File: src/rtl/eth_tx_pkg.sv
// Shared types for the GMII TX arbiter: FSM state encoding and idle data byte.
// Latency: n/a (types only).  Backpressure: n/a.
package eth_tx_pkg;

  typedef enum logic [1:0] {
    IDLE      = 2'd0,
    GRANT_ARP = 2'd1,
    GRANT_UDP = 2'd2,
    GAP       = 2'd3
  } state_t;

  localparam logic [7:0] IDLE_TXD = 8'h00;

endpackage

File: src/rtl/eth_tx_rr_pick.sv
// Two-way round-robin select: a lone request wins, a tie goes to the source not granted last.
// Latency: combinational.  Backpressure: none; the picks are advisory to the arbiter FSM.
module eth_tx_rr_pick (
  input  logic arp_req,
  input  logic udp_req,
  input  logic last_udp,
  output logic pick_arp,
  output logic pick_udp
);

  assign pick_arp = arp_req && (!udp_req || last_udp);
  assign pick_udp = udp_req && (!arp_req || !last_udp);

endmodule

File: src/rtl/eth_tx_arbiter.sv
// Grants the GMII TX bus to the ARP or UDP transmitter; ETH_TX_IFG_EN adds an inter-frame GAP state.
// Latency: sel one edge after request in IDLE, GMII data one cycle.  Backpressure: holders keep the bus until done or timeout.
module eth_tx_arbiter
  import eth_tx_pkg::*;
#(
  parameter int IFG_CYCLES     = 12,
  parameter int TIMEOUT_CYCLES = 4096
) (
  input  logic       gmii_tx_clk,
  input  logic       rst,
  input  logic       arp_tx_req,
  output logic       arp_tx_sel,
  input  logic       arp_tx_done,
  input  logic       arp_gmii_tx_en,
  input  logic [7:0] arp_gmii_txd,
  input  logic       udp_tx_req,
  output logic       udp_tx_sel,
  input  logic       udp_tx_done,
  input  logic       udp_gmii_tx_en,
  input  logic [7:0] udp_gmii_txd,
  output logic       gmii_tx_en,
  output logic [7:0] gmii_txd,
  output logic       timeout_err
);

  if (IFG_CYCLES < 1 || IFG_CYCLES > 255) begin : g_bad_ifg
    $error("eth_tx_arbiter: IFG_CYCLES out of range 1..255");
  end
  if (TIMEOUT_CYCLES < 16 || TIMEOUT_CYCLES > 65535) begin : g_bad_timeout
    $error("eth_tx_arbiter: TIMEOUT_CYCLES out of range 16..65535");
  end

  state_t      state;
  state_t      release_state;
  logic [15:0] grant_cnt;
  logic        last_udp;
  logic        pick_arp;
  logic        pick_udp;
  logic        in_grant;
  logic        granted_done;
  logic        timeout_hit;

  eth_tx_rr_pick u_rr_pick (
    .arp_req  (arp_tx_req),
    .udp_req  (udp_tx_req),
    .last_udp (last_udp),
    .pick_arp (pick_arp),
    .pick_udp (pick_udp)
  );

  assign in_grant     = (state == GRANT_ARP) || (state == GRANT_UDP);
  assign granted_done = ((state == GRANT_ARP) && arp_tx_done) ||
                        ((state == GRANT_UDP) && udp_tx_done);
  assign timeout_hit  = in_grant && (grant_cnt == 16'(TIMEOUT_CYCLES - 1));
  // Timeout must be masked by a same-cycle done, so it cannot be registered ahead of time.
  assign timeout_err  = timeout_hit && !granted_done;

`ifdef ETH_TX_IFG_EN
  logic [7:0] gap_cnt;
  assign release_state = GAP;
`else
  assign release_state = IDLE;
`endif

  always_ff @(posedge gmii_tx_clk or posedge rst) begin
    if (rst) begin
      state      <= IDLE;
      grant_cnt  <= '0;
      last_udp   <= 1'b1;
      arp_tx_sel <= 1'b0;
      udp_tx_sel <= 1'b0;
`ifdef ETH_TX_IFG_EN
      gap_cnt    <= '0;
`endif
    end else begin
      case (state)
        IDLE: begin
          grant_cnt <= '0;
          if (pick_arp) begin
            state      <= GRANT_ARP;
            arp_tx_sel <= 1'b1;
            last_udp   <= 1'b0;
          end else if (pick_udp) begin
            state      <= GRANT_UDP;
            udp_tx_sel <= 1'b1;
            last_udp   <= 1'b1;
          end
        end
        GRANT_ARP, GRANT_UDP: begin
          if (granted_done || timeout_hit) begin
            state      <= release_state;
            arp_tx_sel <= 1'b0;
            udp_tx_sel <= 1'b0;
`ifdef ETH_TX_IFG_EN
            gap_cnt    <= '0;
`endif
          end else begin
            grant_cnt <= grant_cnt + 16'd1;
          end
        end
`ifdef ETH_TX_IFG_EN
        GAP: begin
          if (gap_cnt == 8'(IFG_CYCLES - 1)) begin
            state <= IDLE;
          end else begin
            gap_cnt <= gap_cnt + 8'd1;
          end
        end
`endif
        default: begin
          state      <= IDLE;
          arp_tx_sel <= 1'b0;
          udp_tx_sel <= 1'b0;
        end
      endcase
    end
  end

  always_ff @(posedge gmii_tx_clk or posedge rst) begin
    if (rst) begin
      gmii_tx_en <= 1'b0;
      gmii_txd   <= IDLE_TXD;
    end else begin
      case (state)
        GRANT_ARP: begin
          gmii_tx_en <= arp_gmii_tx_en;
          gmii_txd   <= arp_gmii_txd;
        end
        GRANT_UDP: begin
          gmii_tx_en <= udp_gmii_tx_en;
          gmii_txd   <= udp_gmii_txd;
        end
        default: begin
          gmii_tx_en <= 1'b0;
          gmii_txd   <= IDLE_TXD;
        end
      endcase
    end
  end

endmodule

File: config.mk
export PLATFORM = sky130hd
export DESIGN_NAME = eth_tx_arbiter
export DESIGN_NICKNAME = d
export VERILOG_FILES = /design/src/rtl/eth_tx_pkg.sv /design/src/rtl/eth_tx_rr_pick.sv /design/src/rtl/eth_tx_arbiter.sv
export SDC_FILE = /design/constraint.sdc
export NUM_CORES = 1
export LEC_CHECK = 0
export ABC_AREA = 0
export CORE_MARGIN = 3
export CORE_UTILIZATION = 50
export DETAILED_ROUTE_END_ITERATION = 7
export DONT_BUFFER_PORTS = 1
export PLACE_DENSITY = 0.61
export SYNTH_ARGS = -nofsm -noshare
export SYNTH_HDL_FRONTEND = slang
export SYNTH_HIERARCHICAL = 1
export SYNTH_SLANG_ARGS = --single-unit
File: constraint.sdc
create_clock -name gmii_tx_clk -period 3.6 [get_ports gmii_tx_clk]
set_clock_uncertainty 0.05 [all_clocks]
set_input_delay 0.72 -clock gmii_tx_clk [delete_from_list [all_inputs] [get_ports gmii_tx_clk]]
set_output_delay 0.72 -clock gmii_tx_clk [all_outputs]
set_load 0.02 [all_outputs]
# --- Word level (Yosys, flattened, before mapping) ---
# Index checks and enable logic that the tools add are counted.
totals:
  inputBits: 24
  out_inout_bits: 12
  wordCells: 56
  reg_bits: 30
op_classes:
  n_eq_ne: 9
  reduce_logical: 24
  add_sub_neg: 1
  mux: 15
ops:
  columns: ["operator", "n"]
  rows:
  - ["one-hot mux 16 bit (2 select lines)", 1]
  - ["adder 16 x 1 -> 16 bit (second input constant)", 1]
  - ["== test 16 x 12 -> 1 bit (second input constant)", 1]
  - ["2-to-1 mux 16 bit", 1]
  - ["one-hot mux 8 bit (2 select lines)", 1]
  - ["!= test 2 bit (second input constant)", 5]
  - ["AND reduction 2 bit", 4]
  - ["logical AND 1 bit", 6]
  - ["2-to-1 mux 2 bit", 3]
  - ["one-hot mux 1 bit (2 select lines)", 3]
  - ["logical OR 1 bit", 5]
  - ["2-to-1 mux 1 bit", 5]
  - ["logical NOT 1 bit", 4]
  - ["one-hot mux 2 bit (2 select lines)", 1]
  - ["nonzero test 2 bit", 2]
  - ["!= test 3 bit (second input constant)", 1]
  - ["AND reduction 3 bit", 1]
  - ["== test 2 x 1 -> 1 bit (second input constant)", 1]
  - ["== test 2 bit (second input constant)", 1]
  - ["logical NOT 2 bit", 1]
  - ["OR reduction 2 bit", 1]

# --- Longest topological paths before layout ---
depth:
  depth_word: 6
  depth_mapped: 8
  ltp_nobuf: 6

# --- Modules after synthesis ---
# The synthesis kept the hierarchy.
by_module_without_submodules:
  columns: ["mod", "instances", "cells_each", "area_per_inst_um2", "seq_area_each_um2"]
  rows:
  - ["eth_tx_arbiter", 1, 169, 1670.4, 752.0]
  - ["eth_tx_rr_pick", 1, 3, 18.8, 0.0]

# --- Worst setup path after synthesis ---
# No wires, ideal clock.
synth_timing:
  path_type: "register to output"
  startpoint: "register grant_cnt[0]"
  endpoint: "output timeout_err"
  slack_ns: 1.288
  required_time_ns: 2.830
  n_path_buf: 1
  arrival_ns: 1.542
  path_stages_with_launch: 7
  path_cell_list: "dfrtp_1 ha_1 and4_4 and4_1 buf_6 nand2_4 nor2_1"
synth_via:
  elab_chain_cells: 3
synth_lines:
  columns: ["item", "line_no", "rtl"]
  rows:
  - ["start, declared", "eth_tx_arbiter.sv:35", "logic [15:0] grant_cnt;"]
  - ["start signal, assigned", "eth_tx_arbiter.sv:98", "grant_cnt <= grant_cnt + 16'd1;"]
  - ["== test 16 x 12 -> 1 bit", "eth_tx_arbiter.sv:54", "assign timeout_hit = in_grant && (grant_cnt == 16'(TIMEOUT_CYCLES - 1));"]
  - ["logical AND 1 bit", "eth_tx_arbiter.sv:54", null]
  - ["logical AND 1 bit", "eth_tx_arbiter.sv:56", "assign timeout_err = timeout_hit && !granted_done;"]
  - ["end, declared", "eth_tx_arbiter.sv:23", "output logic timeout_err"]
# Every way passes these cells.

# --- Final worst setup path ---
# Ends and elaborated chain as after synthesis.

==> results by stage <==
Timing:
- At the pin with the least slew margin, the transition time is 1.11 ns.
- In this run the tightest slew margin relative to its limit is 0.262.
- The hold violation total from the final report is 0.
- The final-layout setup total negative slack is 0 ns.
- After layout, the minimum clock period comes to between 2 and 3 ns.
- Based on the critical path, the design can be clocked at up to between 0.3 and 0.4 GHz.
- The number of slew-limit violations in the final report is 0.
- Setup repair after global routing left no endpoint under its margin.
- The share of the clock period used by the worst path is 0.809.
- Setup violations remaining at the end of the flow were counted as 0.

Floorplanning:
- From bottom edge to top edge, the die measures between 60 and 70 um.
- The die is approximately 64 um wide.
- The row count is 20.
- After floorplanning, the core was sized to cover around 3100 um^2.
- The floorplan step defined a die boundary enclosing 4110 um^2.
- The starting density of the core is 0.540.
- 36 I/O pins were placed.

Status:
- The run finished with clean final reports.

Worst setup path:
- The category of the critical setup timing path is flop to output pin.
- At the worst endpoint, the arrival time is about 2.1 ns.
- The nature of the critical path endpoint is an output pin.
- The startpoint kind of the worst setup timing path is a flop.
- STA puts the critical path data required time at between 2 and 3 ns.
- Together, buffers and inverters on the worst path number 0.
- The launch point of the worst reg-to-reg path is state[0].
- Walking the worst path, the cells encountered are ha_1 -> and4_4 -> and4_1 -> nand2_4 -> nor2_1.
- On the worst path, the slowest cell contributes a delay of ~0.44 ns.
- The most critical setup path has its startpoint at grant_cnt[0].
- On the critical path, the stage with the largest delay is an instance of dfrtp_1.
- The instance count on the critical path is 5.
- For the worst flop-to-flop path, the logic depth is 6.
- The kind of cell with the highest combined delay along the critical path is simple AND/OR/NAND/NOR gates.
- Of all nets on the critical path, the largest fanout is 8.

Yosys:
- The top cell type's share of synthesized area is 0.430.
- A synthesized cell averages roughly 10 um^2.
- The synthesized instance count is 172.
- The post-synth net total is 200.
- The top cell type by total area after synthesis is dfrtp_1.
- The number of enable flip-flop cells after synthesis is 0.
- The mapped netlist covers about 1700 um^2.
- Sorting the synthesized cells by area gives the leading types as dfrtp_1, a22oi_1, nor2_1.
- Counting distinct cell types in the post-synthesis netlist gives 47.
- Yosys printed 6 warnings.
- The sequential element share of the synthesized area is 0.445.
- The most used flip-flop cell after synthesis is dfrtp_1.
- For this run, asynchronously set or reset flops after synthesis account for 1.00.
- The synthesized design contains 30 register bits.

Drt:
- The per-cell via count in the routed design is ~6.3.
- Summing over every cut layer, the via total after detailed routing is 1,371.
- In the final routed layout, each cell accounts on average for around 17 um.
- The aggregate routed wire length is around 3.6 mm.
- The detailed router finished its first iteration with roughly 100 violations.
- The first detailed-routing pass took 4 iterations.
- In the routed design, unresolved DRC markers number 0.
- The count of nets left with antenna violations once routing finished came out at 0.

Clock tree:
- TritonCTS built the clock tree.
- The number of hold buffers added after cts is 0.
- The clock net sink count is 30.
- The H-tree was split into 2 levels.
- Post-CTS timing repair inserted 0 buffers for setup.
- The root buffer cell is clkbuf_4.
- The total of cells resized after clock tree synthesis is 0.
- Buffers inserted during clock tree synthesis total 5.
- After clock tree synthesis, the clock-pin slew on the worst setup and hold paths is around 0.090 ns.
- The longest clock path from root to sink contains 2 buffers.
- The clock insertion delay at the later pin of the skew report is roughly 0.33 ns.

Placement:
- The total of buffers placed on input and output ports is 0.
- The weighted congestion reported at the end of routability-driven placement is 0.805.
- The HPWL reported at the end of detailed placement is ~2.6 mm.
- The instance area at placement is roughly 1700 um^2.
- Including well taps, the total number of placed cells is between 200 and 250.

Hold path:
- The hold path startpoint is grant_cnt[4].
- The number of cells on the worst hold path is 1.
- The path class of the tightest hold or removal check is flop to flop.

Pwr:
- The maximum vdd ir drop is about 0.37 mV.
- The net switching power figure is slightly above 0.6 mW.
- The net switching fraction of the power is 0.473.
- Of the total power, the clock network draws 0.167.
- The internal power contribution is approximately 0.67 mW.
- The analysis attributes to cell leakage a power of ~0.82 nW.
- The combinational fraction of design power is 0.434.
- The share of total power dissipated in sequential elements is 0.399.
- The power per cell area is approximately 720 nW/um^2.

Global routing:
- For this run, the total global-route usage over all layers was measured as 0.202.
- The wire length of the first global-routing pass is ~6.4 mm.
- Entering global routing, the biggest net connects 31 pins.
- The initial antenna violation count is 0.
- The leftover overflow at the end of global routing is 0.
- The number of global-route vias before repair came to ~1,400.

Finish:
- After routing the design area is around 1800 um^2.
- In the final layout, the share of cells above drive strength 1 is 0.104.
- Relative to the synthesized area, the layout overhead comes to 4.30%.
- The count of cells in the finished layout, fillers not included, comes to ~220.
- The number of nets in the finished design is 200.
- The number of antenna cells inserted is 0.

Flow run:
- Max-cap violations in this run came to 0.
routing by layer:
metal | up-vias | track usage | part of all wire | wire, um
met1 | 671 | 0.259 | 0.44 | 1590
met5 | - | 0 | 0 | 0
li1 | 656 | - | - | -
met4 | 0 | 0.0633 | 0.0047 | 17
met2 | 42 | 0.325 | 0.51 | 1820
met3 | 2 | 0.0615 | 0.046 | 166
Yosys cell counts (2+ instances only):
cell type	instances
dfrtp_1	29
nor2_1	17
a22oi_1	11
inv_1	8
nand2_1	8
nor3_1	8
a211o_1	7
nand3_1	7
and3_1	5
o21ai_0	5
a21oi_1	4
buf_2	4
ha_1	4
mux2i_1	4
nor4_1	4
o31ai_1	4
a211oi_1	3
nand2b_1	3
nand4_1	3
a21boi_0	2
a221oi_1	2
and4_4	2
buf_6	2
o211ai_1	2
o21ai_2	2
worst reg2reg max path: stages (launching register included):
cell and delay, ns:
dfrtp_1 0.38, inv_1 0.08, ha_1 0.33, a22o_1 0.34, o21ai_0 0.34, o21ai_2 0.21, a211o_1 0.33
sequential cells by signal, indices dropped and copies added, names as in the netlist:
| register | count |
|---|---|
| grant_cnt | 16 |
| last_udp | 1 |
| state | 2 |
| gmii_txd | 8 |
| arp_tx_sel | 1 |
| udp_tx_sel | 1 |
| gmii_tx_en | 1 |
cell families after synthesis:
family / share of synthesized area
adders and majority gates: 0.0296
AOI/OAI and AO/OA: 0.233
xor gates and xnor gates: 0.00519
and+or+nand+nor: 0.218
muxes: 0.0237
buffers and inverters: 0.0452
DFF: 0.445
final cells by class:
cell class	count	area, um^2
Multi-Input combinational cell	127	861
Fill cell	286	1370
Clock inverter	2	12.5
Clock buffer	6	51.3
Sequential cell	30	752
Inverter	8	30.0
Tap cell	44	55.1
power groups by stage:
stage | sequential [mW] | clock (mW) | combinational, mW
floorplan | 0.504 | 0 | 0.456
global placement | 0.512 | 0 | 0.545
detailed placement | 0.517 | 0 | 0.551
CTS | 0.510 | 0.226 | 0.554
global route | 0.520 | 0.246 | 0.624
finish | 0.510 | 0.213 | 0.554
worst paths after layout:
path                                 end  slack, ns
min reg2reg                 grant_cnt[4]       0.48
max reg2reg                grant_cnt[10]       1.41
min                         grant_cnt[4]       0.48
min in group asynchronous  grant_cnt[13]       0.51
max                          timeout_err       0.69
max in group asynchronous   grant_cnt[4]       2.32
metrics by stage:
step | utilization | power, mW | setup slack (ns) | hold WS, ns
2_1_floorplan | - | 0.959 | 1.29 | 0.424
6_report | 0.563 | 1.28 | 0.686 | 0.483
3_5_place_dp | 0.543 | 1.07 | 1.05 | 0.473
4_1_cts | 0.563 | 1.29 | 0.667 | 0.466
5_1_grt | 0.563 | 1.39 | 0.550 | 0.476
3_3_place_gp | 0.543 | 1.06 | 1.12 | 0.461
placed cells by master (no fill, tap or decap), types with 5 or more instances in the layout:
cell      synthesis  layout
dfrtp_1          29      29
nor2_1           17      17
o21ai_0           5       5
nand3_1           7       7
a211o_1           7       7
inv_1             8       8
nand2_1           8       8
a22oi_1          11      11
nor3_1            8       8
clkbuf_4          0       5
and3_1            5       5
Note: power is estimated with default switching activity, not from simulation.
